===== src/rtl/cpu_ctrl_pkg.sv =====
// cpu_ctrl_pkg: shared types and constants for the multi-cycle CPU control unit
//   state_t     control FSM states IDLE, T0..T6
//   op_class_t  instruction classes resolved by ctrl_decode
//   OP_*        5-bit opcodes, *_HI/*_LO IR field positions, ALU_* one-hot bit indices
package cpu_ctrl_pkg;
   typedef enum logic [2:0] {S_IDLE, S_T0, S_T1, S_T2, S_T3, S_T4, S_T5, S_T6} state_t;
   typedef enum logic [1:0] {OC_3OP, OC_MULDIV, OC_UNARY, OC_ILLEGAL} op_class_t;
   localparam logic [4:0] OP_ADD = 5'b00011, OP_SUB = 5'b00100, OP_SHR = 5'b00101,
                          OP_SHL = 5'b00110, OP_ROR = 5'b00111, OP_ROL = 5'b01000,
                          OP_AND = 5'b01001, OP_OR  = 5'b01010, OP_MUL = 5'b01110,
                          OP_DIV = 5'b01111, OP_NEG = 5'b10000, OP_NOT = 5'b10001;
   localparam int OPC_HI = 31, OPC_LO = 27, RA_HI = 26, RA_LO = 23;
   localparam int RB_HI = 22, RB_LO = 19, RC_HI = 18, RC_LO = 15;
   localparam int ALU_W = 12;
   localparam int ALU_ADD = 0, ALU_SUB = 1, ALU_MUL = 2, ALU_DIV = 3, ALU_SHR = 4, ALU_SHL = 5;
   localparam int ALU_ROR = 6, ALU_ROL = 7, ALU_AND = 8, ALU_OR = 9, ALU_NEG = 10, ALU_NOT = 11;
endpackage


===== src/rtl/control_unit_if.sv =====
// control_unit_if: datapath-facing signals of the control unit
//   master: drives Run, Mem_rdy, IR; observes all strobes
//   slave : the control unit (consumes Run, Mem_rdy, IR; drives Rout/Rin, strobes, Alu_sel, Done, Illegal)
interface control_unit_if #(parameter int REGISTERS = 16, parameter int BITS = 32);
   logic                 Run, Mem_rdy;
   logic [BITS-1:0]      IR;
   logic [REGISTERS-1:0] Rout, Rin;
   logic PCout, PCin, IncPC, MARin, MDRin, MDRout, Read, IRin, RYin, RZin, Zlowout, Zhighout, HIin, LOin;
   logic [11:0]          Alu_sel;
   logic                 Done, Illegal;
   modport master (output Run, Mem_rdy, IR,
                   input Rout, Rin, PCout, PCin, IncPC, MARin, MDRin, MDRout, Read, IRin, RYin, RZin,
                         Zlowout, Zhighout, HIin, LOin, Alu_sel, Done, Illegal);
   modport slave  (input Run, Mem_rdy, IR,
                   output Rout, Rin, PCout, PCin, IncPC, MARin, MDRin, MDRout, Read, IRin, RYin, RZin,
                          Zlowout, Zhighout, HIin, LOin, Alu_sel, Done, Illegal);
endinterface


===== src/rtl/ctrl_decode.sv =====
// ctrl_decode: combinational IR decode
//   ir       : opcode and register fields (IR[BITS-1:RC_LO])
//   op_class : 3-operand, mul/div, unary or illegal
//   alu_sel  : one-hot ALU operation
//   ra/rb/rc_sel : one-hot register selects for Ra, Rb, Rc
module ctrl_decode
   import cpu_ctrl_pkg::*;
#(
   parameter int REGISTERS = 16,
   parameter int BITS      = 32
) (
   input  logic [BITS-1:RC_LO]   ir,
   output op_class_t             op_class,
   output logic [ALU_W-1:0]      alu_sel,
   output logic [REGISTERS-1:0]  ra_sel,
   output logic [REGISTERS-1:0]  rb_sel,
   output logic [REGISTERS-1:0]  rc_sel
);
   logic [4:0] opc;
   assign opc    = ir[OPC_HI:OPC_LO];
   assign ra_sel = REGISTERS'(1) << ir[RA_HI:RA_LO];
   assign rb_sel = REGISTERS'(1) << ir[RB_HI:RB_LO];
   assign rc_sel = REGISTERS'(1) << ir[RC_HI:RC_LO];
   always_comb begin
      op_class = OC_ILLEGAL;
      alu_sel  = '0;
      case (opc)
         OP_ADD: begin op_class = OC_3OP;    alu_sel[ALU_ADD] = 1'b1; end
         OP_SUB: begin op_class = OC_3OP;    alu_sel[ALU_SUB] = 1'b1; end
         OP_SHR: begin op_class = OC_3OP;    alu_sel[ALU_SHR] = 1'b1; end
         OP_SHL: begin op_class = OC_3OP;    alu_sel[ALU_SHL] = 1'b1; end
         OP_ROR: begin op_class = OC_3OP;    alu_sel[ALU_ROR] = 1'b1; end
         OP_ROL: begin op_class = OC_3OP;    alu_sel[ALU_ROL] = 1'b1; end
         OP_AND: begin op_class = OC_3OP;    alu_sel[ALU_AND] = 1'b1; end
         OP_OR:  begin op_class = OC_3OP;    alu_sel[ALU_OR]  = 1'b1; end
         OP_MUL: begin op_class = OC_MULDIV; alu_sel[ALU_MUL] = 1'b1; end
         OP_DIV: begin op_class = OC_MULDIV; alu_sel[ALU_DIV] = 1'b1; end
         OP_NEG: begin op_class = OC_UNARY;  alu_sel[ALU_NEG] = 1'b1; end
         OP_NOT: begin op_class = OC_UNARY;  alu_sel[ALU_NOT] = 1'b1; end
         default: ;
      endcase
   end
endmodule


===== src/rtl/control_unit.sv =====
// control_unit: multi-cycle fetch/execute sequencer for the register-bus datapath
//   Clock, Resetn : rising-edge clock, asynchronous active-low reset
//   bus (slave)   : Run/Mem_rdy/IR in; register selects, datapath strobes, Alu_sel, Done, Illegal out
// All outputs are a Moore decode of state_q and IR; IDLE decodes to all-zero, so reset
// clears every output as soon as state_q is forced to IDLE.
module control_unit
   import cpu_ctrl_pkg::*;
#(
   parameter int REGISTERS = 16,
   parameter int BITS      = 32
) (
   input logic             Clock,
   input logic             Resetn,
   control_unit_if.slave   bus
);
   state_t                state_q, state_d, next_instr;
   op_class_t             op_class;
   logic [ALU_W-1:0]      alu_sel;
   logic [REGISTERS-1:0]  ra_sel, rb_sel, rc_sel;
   ctrl_decode #(.REGISTERS(REGISTERS), .BITS(BITS)) u_decode (
      .ir       (bus.IR[BITS-1:RC_LO]),
      .op_class (op_class),
      .alu_sel  (alu_sel),
      .ra_sel   (ra_sel),
      .rb_sel   (rb_sel),
      .rc_sel   (rc_sel)
   );
   // Where a completed instruction goes: Run is only sampled at completion.
   assign next_instr = bus.Run ? S_T0 : S_IDLE;
   always_ff @(posedge Clock or negedge Resetn) begin
      if (!Resetn) state_q <= S_IDLE;
      else         state_q <= state_d;
   end
   always_comb begin
      state_d      = state_q;
      bus.Rout     = '0;
      bus.Rin      = '0;
      bus.PCout    = 1'b0;
      bus.PCin     = 1'b0;
      bus.IncPC    = 1'b0;
      bus.MARin    = 1'b0;
      bus.MDRin    = 1'b0;
      bus.MDRout   = 1'b0;
      bus.Read     = 1'b0;
      bus.IRin     = 1'b0;
      bus.RYin     = 1'b0;
      bus.RZin     = 1'b0;
      bus.Zlowout  = 1'b0;
      bus.Zhighout = 1'b0;
      bus.HIin     = 1'b0;
      bus.LOin     = 1'b0;
      bus.Alu_sel  = '0;
      bus.Done     = 1'b0;
      bus.Illegal  = 1'b0;
      case (state_q)
         S_IDLE: state_d = bus.Run ? S_T0 : S_IDLE;
         S_T0: begin
            bus.PCout = 1'b1;
            bus.MARin = 1'b1;
            bus.IncPC = 1'b1;
            bus.RZin  = 1'b1;
            state_d   = S_T1;
         end
         S_T1: begin
            bus.Zlowout = 1'b1;
            bus.PCin    = 1'b1;
            bus.Read    = 1'b1;
            bus.MDRin   = 1'b1;
            state_d     = bus.Mem_rdy ? S_T2 : S_T1;
         end
         S_T2: begin
            bus.MDRout = 1'b1;
            bus.IRin   = 1'b1;
            state_d    = S_T3;
         end
         S_T3: begin
            // MUL/DIV stage Ra into Y; other legal ops drive Rb; illegal drives nothing.
            bus.Rout    = (op_class == OC_MULDIV) ? ra_sel : (op_class == OC_ILLEGAL) ? '0 : rb_sel;
            bus.RYin    = (op_class == OC_3OP) || (op_class == OC_MULDIV);
            bus.RZin    = (op_class == OC_UNARY);
            bus.Alu_sel = (op_class == OC_UNARY) ? alu_sel : '0;
            bus.Illegal = (op_class == OC_ILLEGAL);
            state_d     = (op_class == OC_ILLEGAL) ? next_instr : S_T4;
         end
         S_T4: begin
            if (op_class == OC_UNARY) begin
               bus.Zlowout = 1'b1;
               bus.Rin     = ra_sel;
               bus.Done    = 1'b1;
               state_d     = next_instr;
            end else begin
               bus.Rout    = (op_class == OC_MULDIV) ? rb_sel : rc_sel;
               bus.Alu_sel = alu_sel;
               bus.RZin    = 1'b1;
               state_d     = S_T5;
            end
         end
         S_T5: begin
            bus.Zlowout = 1'b1;
            bus.LOin    = (op_class == OC_MULDIV);
            bus.Rin     = (op_class == OC_MULDIV) ? '0 : ra_sel;
            bus.Done    = (op_class != OC_MULDIV);
            state_d     = (op_class == OC_MULDIV) ? S_T6 : next_instr;
         end
         S_T6: begin
            bus.Zhighout = 1'b1;
            bus.HIin     = 1'b1;
            bus.Done     = 1'b1;
            state_d      = next_instr;
         end
         default: state_d = S_IDLE;
      endcase
   end
endmodule


===== src/flat_wrapper.sv =====
// flat-port wrapper written by rule: the top's interface ports become plain ports
module control_unit_flat import cpu_ctrl_pkg::*;
#(
   parameter int REGISTERS = 16,
   parameter int BITS      = 32
)
  (Clock, Resetn, bus_Run, bus_Mem_rdy, bus_IR, bus_Rout, bus_Rin, bus_PCout, bus_PCin, bus_IncPC, bus_MARin, bus_MDRin, bus_MDRout, bus_Read, bus_IRin, bus_RYin, bus_RZin, bus_Zlowout, bus_Zhighout, bus_HIin, bus_LOin, bus_Alu_sel, bus_Done, bus_Illegal);
  control_unit_if #(.REGISTERS(REGISTERS), .BITS(BITS)) bus_i ();
  input logic Clock;
  input logic Resetn;
  input wire logic [$bits(bus_i.Run)-1:0] bus_Run;
  input wire logic [$bits(bus_i.Mem_rdy)-1:0] bus_Mem_rdy;
  input wire logic [$bits(bus_i.IR)-1:0] bus_IR;
  output wire logic [$bits(bus_i.Rout)-1:0] bus_Rout;
  output wire logic [$bits(bus_i.Rin)-1:0] bus_Rin;
  output wire logic [$bits(bus_i.PCout)-1:0] bus_PCout;
  output wire logic [$bits(bus_i.PCin)-1:0] bus_PCin;
  output wire logic [$bits(bus_i.IncPC)-1:0] bus_IncPC;
  output wire logic [$bits(bus_i.MARin)-1:0] bus_MARin;
  output wire logic [$bits(bus_i.MDRin)-1:0] bus_MDRin;
  output wire logic [$bits(bus_i.MDRout)-1:0] bus_MDRout;
  output wire logic [$bits(bus_i.Read)-1:0] bus_Read;
  output wire logic [$bits(bus_i.IRin)-1:0] bus_IRin;
  output wire logic [$bits(bus_i.RYin)-1:0] bus_RYin;
  output wire logic [$bits(bus_i.RZin)-1:0] bus_RZin;
  output wire logic [$bits(bus_i.Zlowout)-1:0] bus_Zlowout;
  output wire logic [$bits(bus_i.Zhighout)-1:0] bus_Zhighout;
  output wire logic [$bits(bus_i.HIin)-1:0] bus_HIin;
  output wire logic [$bits(bus_i.LOin)-1:0] bus_LOin;
  output wire logic [$bits(bus_i.Alu_sel)-1:0] bus_Alu_sel;
  output wire logic [$bits(bus_i.Done)-1:0] bus_Done;
  output wire logic [$bits(bus_i.Illegal)-1:0] bus_Illegal;
  assign bus_i.Run = bus_Run;
  assign bus_i.Mem_rdy = bus_Mem_rdy;
  assign bus_i.IR = bus_IR;
  assign bus_Rout = bus_i.Rout;
  assign bus_Rin = bus_i.Rin;
  assign bus_PCout = bus_i.PCout;
  assign bus_PCin = bus_i.PCin;
  assign bus_IncPC = bus_i.IncPC;
  assign bus_MARin = bus_i.MARin;
  assign bus_MDRin = bus_i.MDRin;
  assign bus_MDRout = bus_i.MDRout;
  assign bus_Read = bus_i.Read;
  assign bus_IRin = bus_i.IRin;
  assign bus_RYin = bus_i.RYin;
  assign bus_RZin = bus_i.RZin;
  assign bus_Zlowout = bus_i.Zlowout;
  assign bus_Zhighout = bus_i.Zhighout;
  assign bus_HIin = bus_i.HIin;
  assign bus_LOin = bus_i.LOin;
  assign bus_Alu_sel = bus_i.Alu_sel;
  assign bus_Done = bus_i.Done;
  assign bus_Illegal = bus_i.Illegal;
  control_unit #(.REGISTERS(REGISTERS), .BITS(BITS)) u_core (.Clock(Clock), .Resetn(Resetn), .bus(bus_i));
endmodule

===== config.mk =====
export PLATFORM = sky130hd
export DESIGN_NAME = control_unit_flat
export DESIGN_NICKNAME = d
export VERILOG_FILES = /design/src/rtl/cpu_ctrl_pkg.sv /design/src/rtl/control_unit_if.sv /design/src/rtl/ctrl_decode.sv /design/src/rtl/control_unit.sv /design/src/flat_wrapper.sv
export SDC_FILE = /design/constraint.sdc
export NUM_CORES = 1
export LEC_CHECK = 0
export BUFFER_PORTS_ARGS = -buffer_cell sky130_fd_sc_hd__buf_2
export CAP_MARGIN = 20
export CELL_PAD_IN_SITES_DETAIL_PLACEMENT = 0
export CELL_PAD_IN_SITES_GLOBAL_PLACEMENT = 1
export CORE_MARGIN = 3
export CORE_UTILIZATION = 29
export CTS_CLUSTER_SIZE = 14
export DETAILED_ROUTE_END_ITERATION = 8
export PLACE_DENSITY = 0.88
export SLEW_MARGIN = 30
export SYNTH_ARGS = -nofsm -noshare
export SYNTH_HDL_FRONTEND = slang
export SYNTH_SLANG_ARGS = --single-unit

===== constraint.sdc =====
create_clock -name Clock -period 2.7 [get_ports Clock]
set_input_delay 0.675 -clock Clock [delete_from_list [all_inputs] [get_ports Clock]]
set_output_delay 0.675 -clock Clock [all_outputs]
set_load 0.01 [all_outputs]

==> impl_metrics.toml <==
[outcome]
status = "finished, violations left"
violations = "setup timing"

[clock_network]
cts_root_buf = "clkbuf_8"
cts_hold_buf = 0
clk_pin_slew_ns = 0.03
h-tree-depth = 1
clock_latency_ns = 0.22
cts.sinks = 3
cts_buffers = 3
clockBufferDepth = 2
cts_tree = "yes"

[place]
dp_hpwl_mm = 4.91
placed_area_mm2 = 0.00232
portBuffers = 80
place_congestion = 0.869
pre_cts_ws_ns = -0.131

[worst_setup_path]
cp-start-kind = "input pin"
endpoint_kind = "output pin"
crit_type = "input pin to output pin"
cp.arrival_ns = 2.16
cp_max_fo = 8
critical_path_required_ns = 2.03

[cells_and_area]
largest_reg_flops = 3
largest_register = "u_core.state_q"
top_regs = "u_core.state_q: 3 flops"
n_antenna_cell = 0
layout-drive-gt1-share_pct = 53.6
synthToLayoutAreaGrowth_pct = 71.9
layout.nets = 397
finalInstanceArea_mm2 = 0.00273
fillers = 513

[global_routing]
grt_pass1_wl_mm = 10.1
grt_pass1_vias = 2097
antenna_found_initial = 0
track_usage_pct = 19.3
grt_overflow = 0
grt_max_degree = 18

[logic_synthesis]
yosysWarningCount = 0
synth_edf_count = 0
synth_common_cells = "nor2_1 (36), nor3_1 (16), nand2_1 (15), nand4_1 (12)"
synth_area_mm2 = 0.00159
synth_cell_type_count = 55
synth_ff_type = "dfrtp_1"
yosysTopAreaCellShare_pct = 8.51
syn_area_per_cell_um2 = 6.48
yosysMostFrequentCell = "nor2_1"
ys_seq_elements = 3
synth_largest_area_cell = "nor2_1"
ys_async_sr_fraction_pct = 100
synth_area_leaders = "nor2_1 (8.5%), a211oi_1 (5.2%), nor3_1 (5.0%)"
synth_nets = 281
ys_seq_area_share_pct = 4.73
netlist_instances = 245

[timing]
hold_viol = 0
setup_viol = 13
fmax_mhz = 353
finalCritPeriodShare_pct = 105
rsz0062_at_grt = "yes"
fin_skew_ns = 0.00150
setup_ws_ns = -0.134
drv_slew = 0
period_needed_ns = 2.83
tightest_slew_ns = 0.616
slew_headroom_pct = 58.9

[routing]
drt-initial-drc-count = 156
vias_per_cell = 5.66
routed_wl_mm = 6.89
drc = 0
via_count = 2432
wl_per_cell_um = 16.0
drt_pass1_iterations = 4
antenna_left = 0

[die]
ios = 96
initial_core_util_pct = 30.5
fp-row-count = 26
design.core.area_mm2 = 0.00520
fp.dieH_um = 80.0
fp.dieW_um = 80.0
die_area_mm2 = 0.00640

[hold_path]
min_path_type = "input pin to asynchronous set/reset pin"

[power_and_ir_drop]
cellLeakagePower_nw = 1.27
power_density_mw_per_mm2 = 376
ir_drop_uv = 345

[job]
maxCapViolCount = 0
## final timing paths
check,start,endpoint,slack (ns),depth (start not counted)
setup / recovery,bus_IR[31],bus_Rout[11],-0.13,9
hold / removal,Resetn,u_core.state_q[2],0.25,1
setup reg to reg,u_core.state_q[1],u_core.state_q[1],1.12,4
hold reg to reg,u_core.state_q[0],u_core.state_q[0],0.81,3
max in group asynchronous,Resetn,u_core.state_q[0],2.33,1
min in group Clock,bus_Run,u_core.state_q[0],0.75,3
## layout by cell type (no fill, tap or decap), types with 4 or more instances in the layout
| master | n |
|---|---|
| buf_2 | 77 |
| nand2b_1 | 9 |
| buf_6 | 6 |
| a21oi_1 | 10 |
| nor2b_1 | 10 |
| nand4_1 | 12 |
| buf_4 | 53 |
| mux2i_1 | 4 |
| a211oi_2 | 9 |
| o21ai_1 | 4 |
| a221oi_1 | 5 |
| nand2_1 | 15 |
| nor2_1 | 35 |
| nor3_1 | 13 |
## timing repair
action / CTS / global route
pin swaps: 7 / 10
cloned: 1 / 0
buffers inserted: 4 / 4
setup endpoints to repair: 22 / 28
resized for setup: 23 / 41
## area by class of cell
type / instances / area [um2] / area share, %
Timing Repair Buffer: 142 / 973 / 35.7
Sequential cell: 3 / 77.6 / 2.84
Clock buffer: 4 / 45.0 / 1.65
Tap cell: 70 / 87.6 / 3.21
Inverter: 2 / 7.51 / 0.275
Multi-Input combinational cell: 209 / 1540 / 56.4
## where the power goes
part | total [mW] | internal (mW) | switching, mW | leakage (nW)
Combinational | 0.783 | 0.340 | 0.443 | 1.21
Sequential | 0.111 | 0.0685 | 0.0425 | 0.0355
Clock | 0.132 | 0.101 | 0.0311 | 0.0228
Total | 1.03 | 0.509 | 0.517 | 1.27
## per-layer routing
metal	vias to the layer above	track usage, %	wire [um]
li1	1158	-	-
met1	1151	26.7	2960
met2	111	33.1	3340
met4	0	2.87	140
met5	-	0	0
met3	12	1.24	437
## logic make-up (layout without fill, tap and decap cells)
family / count (synthesis) / count (layout) / share of synthesized area [%]
simple gates: 145 / 145 / 54.1
flops: 3 / 3 / 4.73
compound gates: 59 / 59 / 25.5
buf+inv: 33 / 148 / 12.6
mux: 4 / 4 / 2.52
xor+xnor: 1 / 1 / 0.552
## through the flow
| step | hold slack [ns] | instances | power, mW | TNS (ns) | utilization, % |
|---|---|---|---|---|---|
| 3_3_place_gp | 0.472 | 417 | 0.775 | -1.70 | 44.5 |
| 4_1_cts | 0.242 | 426 | 0.971 | -0.136 | 48.3 |
| 2_1_floorplan | 0.379 | 245 | 0.560 | 0 | - |
| 3_5_place_dp | 0.475 | 417 | 0.788 | -1.55 | 44.5 |
| 6_report | 0.248 | 430 | 1.03 | -0.547 | 52.4 |
| 5_1_grt | 0.243 | 430 | 1.10 | -1.58 | 52.4 |
## critical path, cell delays in order
cell,delay (ns)
buf_2,0.11
nor4b_4,0.12
buf_4,0.15
buf_6,0.14
nor4b_2,0.23
buf_4,0.18
a31oi_2,0.11
a211oi_2,0.26
buf_2,0.18
No activity file was read; power rests on OpenSTA's default activity.
